File: src/rtl/bram_pkg.sv
// Shared types and helpers for the byte-enable block RAM with clear sequencer.
// lane_merge combines two words lane by lane under a lane-enable mask.
package bram_pkg;

    localparam int RDW_OLD   = 0;
    localparam int RDW_NEW   = 1;
    localparam int MAX_DBITS = 64;
    localparam int MAX_LANES = 8;

    typedef enum logic {
        CLEAR,
        READY
    } state_e;

    // Words are zero-extended to MAX_DBITS; only the low dbits of the result are meaningful.
    function automatic logic [MAX_DBITS-1:0] lane_merge(
        input logic [MAX_DBITS-1:0] old_word,
        input logic [MAX_DBITS-1:0] new_word,
        input logic [MAX_LANES-1:0] be,
        input int                   lanes,
        input int                   dbits
    );
        logic [MAX_DBITS-1:0] mask;
        logic [MAX_DBITS-1:0] lane_ones;
        logic [MAX_LANES-1:0] be_sh;
        int                   lw;
        lw        = dbits / lanes;
        lane_ones = (MAX_DBITS'(1) << lw) - MAX_DBITS'(1);
        mask      = '0;
        for (int l = 0; l < MAX_LANES; l++) begin
            be_sh = be >> l;
            if (l < lanes && be_sh[0]) begin
                mask = mask | (lane_ones << (l * lw));
            end
        end
        return (old_word & ~mask) | (new_word & mask);
    endfunction

endpackage

File: src/rtl/bram_be_core.sv
// Bare inferable simple-dual-port array with per-lane write enables.
// Registered read with old-data semantics on a same-address collision.
module bram_be_core #(
    parameter int ABITS = 8,
    parameter int DBITS = 16,
    parameter int LANES = 2
) (
    input  logic             clk,
    input  logic             we,
    input  logic [ABITS-1:0] waddr,
    input  logic [DBITS-1:0] wdata,
    input  logic [LANES-1:0] wbe,
    input  logic [ABITS-1:0] raddr,
    output logic [DBITS-1:0] rdata
);

    localparam int LW = DBITS / LANES;

    logic [DBITS-1:0] mem [2**ABITS];

    // NOTE: the array has no reset; a reset would stop it mapping onto block RAM.
    // Deterministic contents come from the clear sequencer in the top level instead.
    always_ff @(posedge clk) begin
        for (int l = 0; l < LANES; l++) begin
            if (we && wbe[l]) begin
                mem[waddr][l*LW +: LW] <= wdata[l*LW +: LW];
            end
        end
        rdata <= mem[raddr];
    end

endmodule

File: src/rtl/bram_sdp_clr.sv
// Simple-dual-port RAM with lane enables, read-during-write bypass, optional
// output register, read-valid flag and a post-reset clear sequencer.
module bram_sdp_clr
    import bram_pkg::*;
#(
    parameter int               ABITS     = 8,
    parameter int               DBITS     = 16,
    parameter int               LANES     = 2,
    parameter int               RDW_MODE  = 0,
    parameter int               OUT_REG   = 0,
    parameter logic [DBITS-1:0] CLEAR_VAL = '0
) (
    input  logic             clk,
    input  logic             resetn,
    input  logic             wr_en,
    input  logic [ABITS-1:0] wr_addr,
    input  logic [DBITS-1:0] wr_data,
    input  logic [LANES-1:0] wr_be,
    input  logic             rd_en,
    input  logic [ABITS-1:0] rd_addr,
    output logic [DBITS-1:0] rd_data,
    output logic             rd_valid,
    output logic             busy
);

    state_e           state_q, state_d;
    logic [ABITS-1:0] clr_ptr_q, clr_ptr_d;

    always_ff @(posedge clk) begin
        if (!resetn) begin
            state_q   <= CLEAR;
            clr_ptr_q <= '0;
        end else begin
            state_q   <= state_d;
            clr_ptr_q <= clr_ptr_d;
        end
    end

    // NOTE: every combinational output gets a default first so no path infers a latch,
    // and blocking '=' is used here while clocked state uses non-blocking '<='.
    always_comb begin
        state_d   = state_q;
        clr_ptr_d = clr_ptr_q;
        if (state_q == CLEAR) begin
            clr_ptr_d = clr_ptr_q + 1'b1;
            if (clr_ptr_q == '1) begin
                state_d = READY;
            end
        end
    end

    logic clearing, wr_accept, rd_accept;
    assign clearing  = (state_q == CLEAR);
    assign busy      = clearing;
    assign wr_accept = resetn && !clearing && wr_en;
    assign rd_accept = resetn && !clearing && rd_en;

    logic             core_we;
    logic [ABITS-1:0] core_waddr;
    logic [DBITS-1:0] core_wdata, core_rdata;
    logic [LANES-1:0] core_wbe;

    // Memory is left untouched on the reset edge itself.
    assign core_we    = resetn && (clearing || wr_en);
    assign core_waddr = clearing ? clr_ptr_q : wr_addr;
    assign core_wdata = clearing ? CLEAR_VAL : wr_data;
    assign core_wbe   = clearing ? '1 : wr_be;

    bram_be_core #(
        .ABITS (ABITS),
        .DBITS (DBITS),
        .LANES (LANES)
    ) u_core (
        .clk   (clk),
        .we    (core_we),
        .waddr (core_waddr),
        .wdata (core_wdata),
        .wbe   (core_wbe),
        .raddr (rd_addr),
        .rdata (core_rdata)
    );

    logic             v1_q, v2_q, byp_hit_q;
    logic [DBITS-1:0] byp_data_q, hold_q, stage1_data;
    logic [LANES-1:0] byp_be_q;
    logic [MAX_DBITS-1:0] merged;

    // Core returns the pre-write word; write-through mode overlays the captured write lanes.
    assign merged      = lane_merge(MAX_DBITS'(core_rdata), MAX_DBITS'(byp_data_q),
                                    MAX_LANES'(byp_be_q), LANES, DBITS);
    assign stage1_data = byp_hit_q ? merged[DBITS-1:0] : core_rdata;

    always_ff @(posedge clk) begin
        if (!resetn) begin
            v1_q       <= 1'b0;
            v2_q       <= 1'b0;
            byp_hit_q  <= 1'b0;
            byp_data_q <= '0;
            byp_be_q   <= '0;
            hold_q     <= '0;
        end else begin
            v1_q       <= rd_accept;
            v2_q       <= v1_q;
            byp_hit_q  <= rd_accept && wr_accept && (rd_addr == wr_addr) && (RDW_MODE == RDW_NEW);
            byp_data_q <= wr_data;
            byp_be_q   <= wr_be;
            if (v1_q) begin
                hold_q <= stage1_data;
            end
        end
    end

    // hold_q doubles as the output register when OUT_REG is set.
    generate
        if (OUT_REG != 0) begin : g_out_reg
            assign rd_data  = hold_q;
            assign rd_valid = v2_q;
        end else begin : g_out_direct
            assign rd_data  = v1_q ? stage1_data : hold_q;
            assign rd_valid = v1_q;
        end
    endgenerate

endmodule

File: config.mk
export PLATFORM = sky130hd
export DESIGN_NAME = bram_sdp_clr
export DESIGN_NICKNAME = d
export VERILOG_FILES = /design/src/rtl/bram_pkg.sv /design/src/rtl/bram_be_core.sv /design/src/rtl/bram_sdp_clr.sv
export SDC_FILE = /design/constraint.sdc
export NUM_CORES = 2
export LEC_CHECK = 0
export CORE_MARGIN = 4
export CORE_UTILIZATION = 45
export DETAILED_ROUTE_END_ITERATION = 10
export RECOVER_POWER = 100
export SKIP_LAST_GASP = 1
export SLEW_MARGIN = 5
export SYNTH_ARGS = -nofsm -noshare
export SYNTH_HDL_FRONTEND = slang
export SYNTH_HIERARCHICAL = 1
export SYNTH_SLANG_ARGS = --single-unit
File: constraint.sdc
create_clock -name clk -period 5.4 [get_ports clk]
set_input_delay 0.81 -clock clk [delete_from_list [all_inputs] [get_ports clk]]
set_output_delay 0.81 -clock clk [all_outputs]
set_load 0.005 [all_outputs]
==> Yosys cells after proc, flatten, opt, wreduce, memory -nomap -nowiden <==
Memory sizes are Yosys's and may differ from the RTL's. A register that Yosys moved wholly into a read port is not among the register bits.
Cells that the tools add are included.
{ "totals": {"ff_bits": 26, "ramBits": 4096, "in_bits": 38, "out_inout_bits": 18, "wordCells": 24, "n_memories": 1} }
{ "memory_table": {"columns": ["name", "words", "word_bits", "read_ports", "rd_ports_with_merged_regs", "wr", "line_no", "rtl"], "rows": [
  ["u_core.mem", 256, 16, 1, 1, 1, "bram_be_core.sv:19", "logic [DBITS-1:0] mem [2**ABITS];"]
]} }
{ "classes": {"addsub": 1, "eq_ne": 1, "n_mux": 10, "bitwise_logic": 1, "reduce_logical": 6} }
{ "ops": {"columns": ["cell", "n"], "rows": [
  ["2-to-1 mux 16 bit", 2],
  ["adder 8 x 1 -> 8 bit, second input constant", 1],
  ["equality test 8 bit, second input constant", 1],
  ["2-to-1 mux 8 bit", 1],
  ["2-to-1 mux 1 bit", 6],
  ["logical AND 1 bit", 5],
  ["2-to-1 mux 2 bit", 1],
  ["logical OR 1 bit", 1],
  ["inverter 1 bit", 1]
]} }

==> Longest topological paths before layout <==
{ "logic_depth": {"ltp_word": 6, "ltp_mapped": 13, "mapped_depth_nobuf": 7} }

==> By module <==
The synthesis kept the hierarchy.
{ "by_module_without_submodules": {"columns": ["mod", "instances", "cells_each", "area_each_um2"], "rows": [
  ["bram_be_core", 1, 7737, 160706.6],
  ["bram_sdp_clr", 1, 124, 1276.2]
]} }

==> Worst setup path before layout <==
OpenSTA, ideal clock, no wires.
{ "synth_path": {"kind": "input -> register", "startpoint": "in wr_data[0]", "endpoint": "mem u_core.mem[0][0] (data pin)", "setup_time_ns": 0.867, "arrival_ns": 4.037, "required_ns": 4.533, "slack_ns": 0.496, "path_stages": 1, "path_buffers": 0, "cell_sequence": "and2_1"} }
{ "synth_via": {"elab_chain_cells": 1} }
{ "synth_lines": {"columns": ["element", "line_no", "rtl"], "rows": [
  ["start, declared", "bram_sdp_clr.sv:17", "input logic [DBITS-1:0] wr_data,"],
  ["2-to-1 mux 16 bit", "bram_sdp_clr.sv:66", "assign core_wdata = clearing ? CLEAR_VAL : wr_data;"],
  ["end, declared", "bram_be_core.sv:19", null]
]} }
Every way passes these cells.

==> Worst setup path in the final report <==
{ "layout_path": {"startpoint": "reg state_q", "endpoint": "mem u_core.mem[94][1] (enable)"} }
{ "layout_via": {"elab_cells_between_ends": 8} }
{ "layout_rtl": {"columns": ["element", "line_no", "rtl"], "rows": [
  ["start, declared", "bram_sdp_clr.sv:26", "state_e state_q, state_d;"],
  ["start signal, assigned", "bram_sdp_clr.sv:34", "state_q <= state_d;"],
  ["2-to-1 mux 8 bit", "bram_sdp_clr.sv:65", "assign core_waddr = clearing ? clr_ptr_q : wr_addr;"],
  ["named net core_waddr[0]", "bram_sdp_clr.sv:59", "logic [ABITS-1:0] core_waddr;"]
]} }
The timed path passes the listed nets, and every way through them passes these cells.

==> metrics.txt <==
Routed WL about 430 mm; global-route wire length before repair ~620 mm; crit-path max FO 29; Worst Path Arrival ~5.5 ns; fmax between 0.2 and 0.25 GHz; placed cell count 12562; detail-routed via count per cell slightly above 6; failing checks capacitance limit, slew limit; drt wl/cell around 32 um; Post-Syn Area roughly 160000 um2; Clock Tree Root clkbuf_16; Setup WS pre-CTS 0.0895 ns; First DRT Iteration DRCs 10413; maximum vdd drop between 0.0002 and 0.0003 V; largest net degree at the start of global routing ~170; Die Wd 608 um; area grow syn2layout 12.4%; CTS Hold Bufs 0; Max Transition Viols Final ~1700; Seq/Total Area, Yosys 76.5%; Die Y 608 um; Final Wtd Congestion between 0.8 and 0.9; CTS Sinks about 4100; commonest non-fill, non-tap cell in the layout edfxtp_1; critical path class register to register; vias in the first global route between 80000 and 90000; Pint 0.0523 W; min-delay src clr_ptr_q[6]; share of synthesized registers carrying an async set or reset 0%; syn nets 7900; Worst Reg2Reg Path Length in Cells 8; worst setup path startpoint state_q; Setup Skew 0.0375 ns; Syn Area/Cell 20.6 um2; H-tree lvl count 5; Synth Warn # 6; Worst-Skew Late Latency between 0.9 and 1 ns; worst hold path type register to register; Max Cap Viol 23; Remaining Overflow, GRT 0; final core utilization between 50% and 60%; Final Instance Count excl. Fillers approximately 13000; TNS Setup 0 ns; #FFs+latches synth around 4100; top_reg_cell synth edfxtp_1; CTS tree built; Core Region about 360000 um2; RSZ-0062 raised after global routing false; hold worst-path end clr_ptr_q[6]; Routed Antenna Nets 0; NetSw 0.0136 W; hold path cells 2; combinational power share 3.6%; placed cell area between 150000 and 200000 um2; Pleak around 56 nW; crit path launch type register; initial antenna violation count 35; FILL cells 28264; Global Route Usage Sum around 23%; Final Hold Vio Count 0; Yosys top cell area share between 70% and 80%; share of layout cells above drive strength 1 20.9%; slew margin rel. -103%; status finished with violations; crit end category register; Slew @ Worst Pin 3.05 ns; worst reg-to-reg setup slack between 0.5 and 0.6 ns; sequential share of power between 50% and 60%; Syn Inst Count ~7900; Reg clk slew, reported paths around 0.06 ns; Nets approximately 8200; CTS buffer count just over 400; largest cells by area after synthesis edfxtp_1 (76%), mux4_2 (12%), mux2i_1 (3.3%), nor2_1 (1.3%), o221ai_1 (0.94%); initial core utilization between 40% and 50%; clock power share 43.4%; switching power share of the total roughly a fifth; Worst R2R End u_core/mem[94][1]; Final setup viols 0; row cnt between 200 and 250; CTS Buffer Depth 4; DRT Pass-1 Iters 6; area leader, netlist edfxtp_1; worst setup margin around 0.56 ns; post-CTS sizing 0; FF-to-FF Start state_q; PwrDens approximately 360 nW/um2; Worst Path Required a little over 6 ns; PortBufs 55; Yosys cell types 75; Post-CTS Setup Bufs 0; via count approximately 82000; Final Cell Area between 150000 and 200000 um2; num ports 56; highest-count cells in the layout ignoring fill and taps edfxtp_1 (4096), mux4_2 (844), nor2_1 (569), mux2i_1 (527), clkbuf_16 (424); DR DRC count 0; die area around 370000 um2; Final min period 4.84 ns; EDFF count, synth slightly above 4000; DP Wirelength 267 mm; period utilization 89.5%
==> registers in the layout, indices dropped and copies added, names as in the netlist <==
register      count
state_q           1
u_core/mem     4096
clr_ptr_q         8
rd_valid          1
u_core/rdata     16
hold_q           16
==> synthesized netlist by cell type, types with 42 or more instances <==
library cell / number
a21oi_1: 121
buf_2: 95
buf_6: 79
clkbuf_1: 198
dfxtp_1: 42
edfxtp_1: 4096
mux2i_1: 527
mux4_2: 844
nand2_1: 183
nand3_1: 76
nor2_1: 571
nor3_1: 121
o21ai_0: 70
o221ai_1: 173
o22ai_1: 164
==> area by class of cell <==
| type | count | area [um2] | area share, % |
|---|---|---|---|
| tap | 4773 | 5970 | 3.28 |
| antenna | 19 | 47.5 | 0.0261 |
| inverter | 12 | 58.8 | 0.0323 |
| clock inverter | 227 | 2310 | 1.27 |
| multi-input combinational | 3217 | 35000 | 19.2 |
| clock buffer | 541 | 11200 | 6.15 |
| sequential | 4138 | 124000 | 68.0 |
| timing repair buffer | 422 | 3630 | 1.99 |
==> metrics by stage <==
step	hold slack [ns]	total power [W]
after floorplan	0.467	0.0370
after global placement	0.489	0.0379
after detailed placement	0.502	0.0379
after CTS	0.468	0.0663
after global routing	0.551	0.0678
final	0.525	0.0658
==> metal layers <==
layer  up-vias  part of all wire, %  GRT usage (%)
met5         -                0.011              0
met4         8                  3.9           7.87
met3       731                  8.4           4.01
met2      3894                   48           36.8
met1     43643                   40           32.2
li1      33469                    -              -
==> cell families after synthesis <==
logic type | Yosys count | share of synthesized area (%)
XOR/XNOR | 4 | 0.0216
flip-flops | 4138 | 76.5
buffers and inverters | 506 | 2.05
adder cells (fa/ha/maj) | 1 | 0.00772
AND/OR/NAND/NOR | 1111 | 3.03
AO/OA/AOI/OAI | 675 | 2.91
multiplexers | 1426 | 15.5
==> power groups by stage <==
stage / combinational, W / clock, W / sequential, W
detailed placement: 0.00239 / 0 / 0.0355
CTS: 0.00239 / 0.0291 / 0.0349
global route: 0.00247 / 0.0305 / 0.0348
global placement: 0.00238 / 0 / 0.0355
floorplan: 0.00153 / 0 / 0.0355
finish: 0.00239 / 0.0286 / 0.0349
==> worst max path at each step <==
stage	to	slack [ns]
floorplan	u_core/mem[0][0]	0.50
global placement	u_core/rdata[7]	-0.14
detailed placement	u_core/rdata[1]	0.09
CTS	u_core/rdata[1]	1.15
global route	u_core/mem[222][4]	0.52
finish	u_core/mem[94][1]	0.56
==> worst max-delay path, stage by stage, from the launching register on <==
cell and delay (ns):
dfxtp_1 0.43, clkbuf_1 0.84, mux2_1 0.62, nor2b_1 0.18, buf_4 0.19, nand3_1 0.98, buf_4 0.63, nor2_1 0.35
buf_4 0.28
Note: power is estimated with default switching activity, not from simulation.
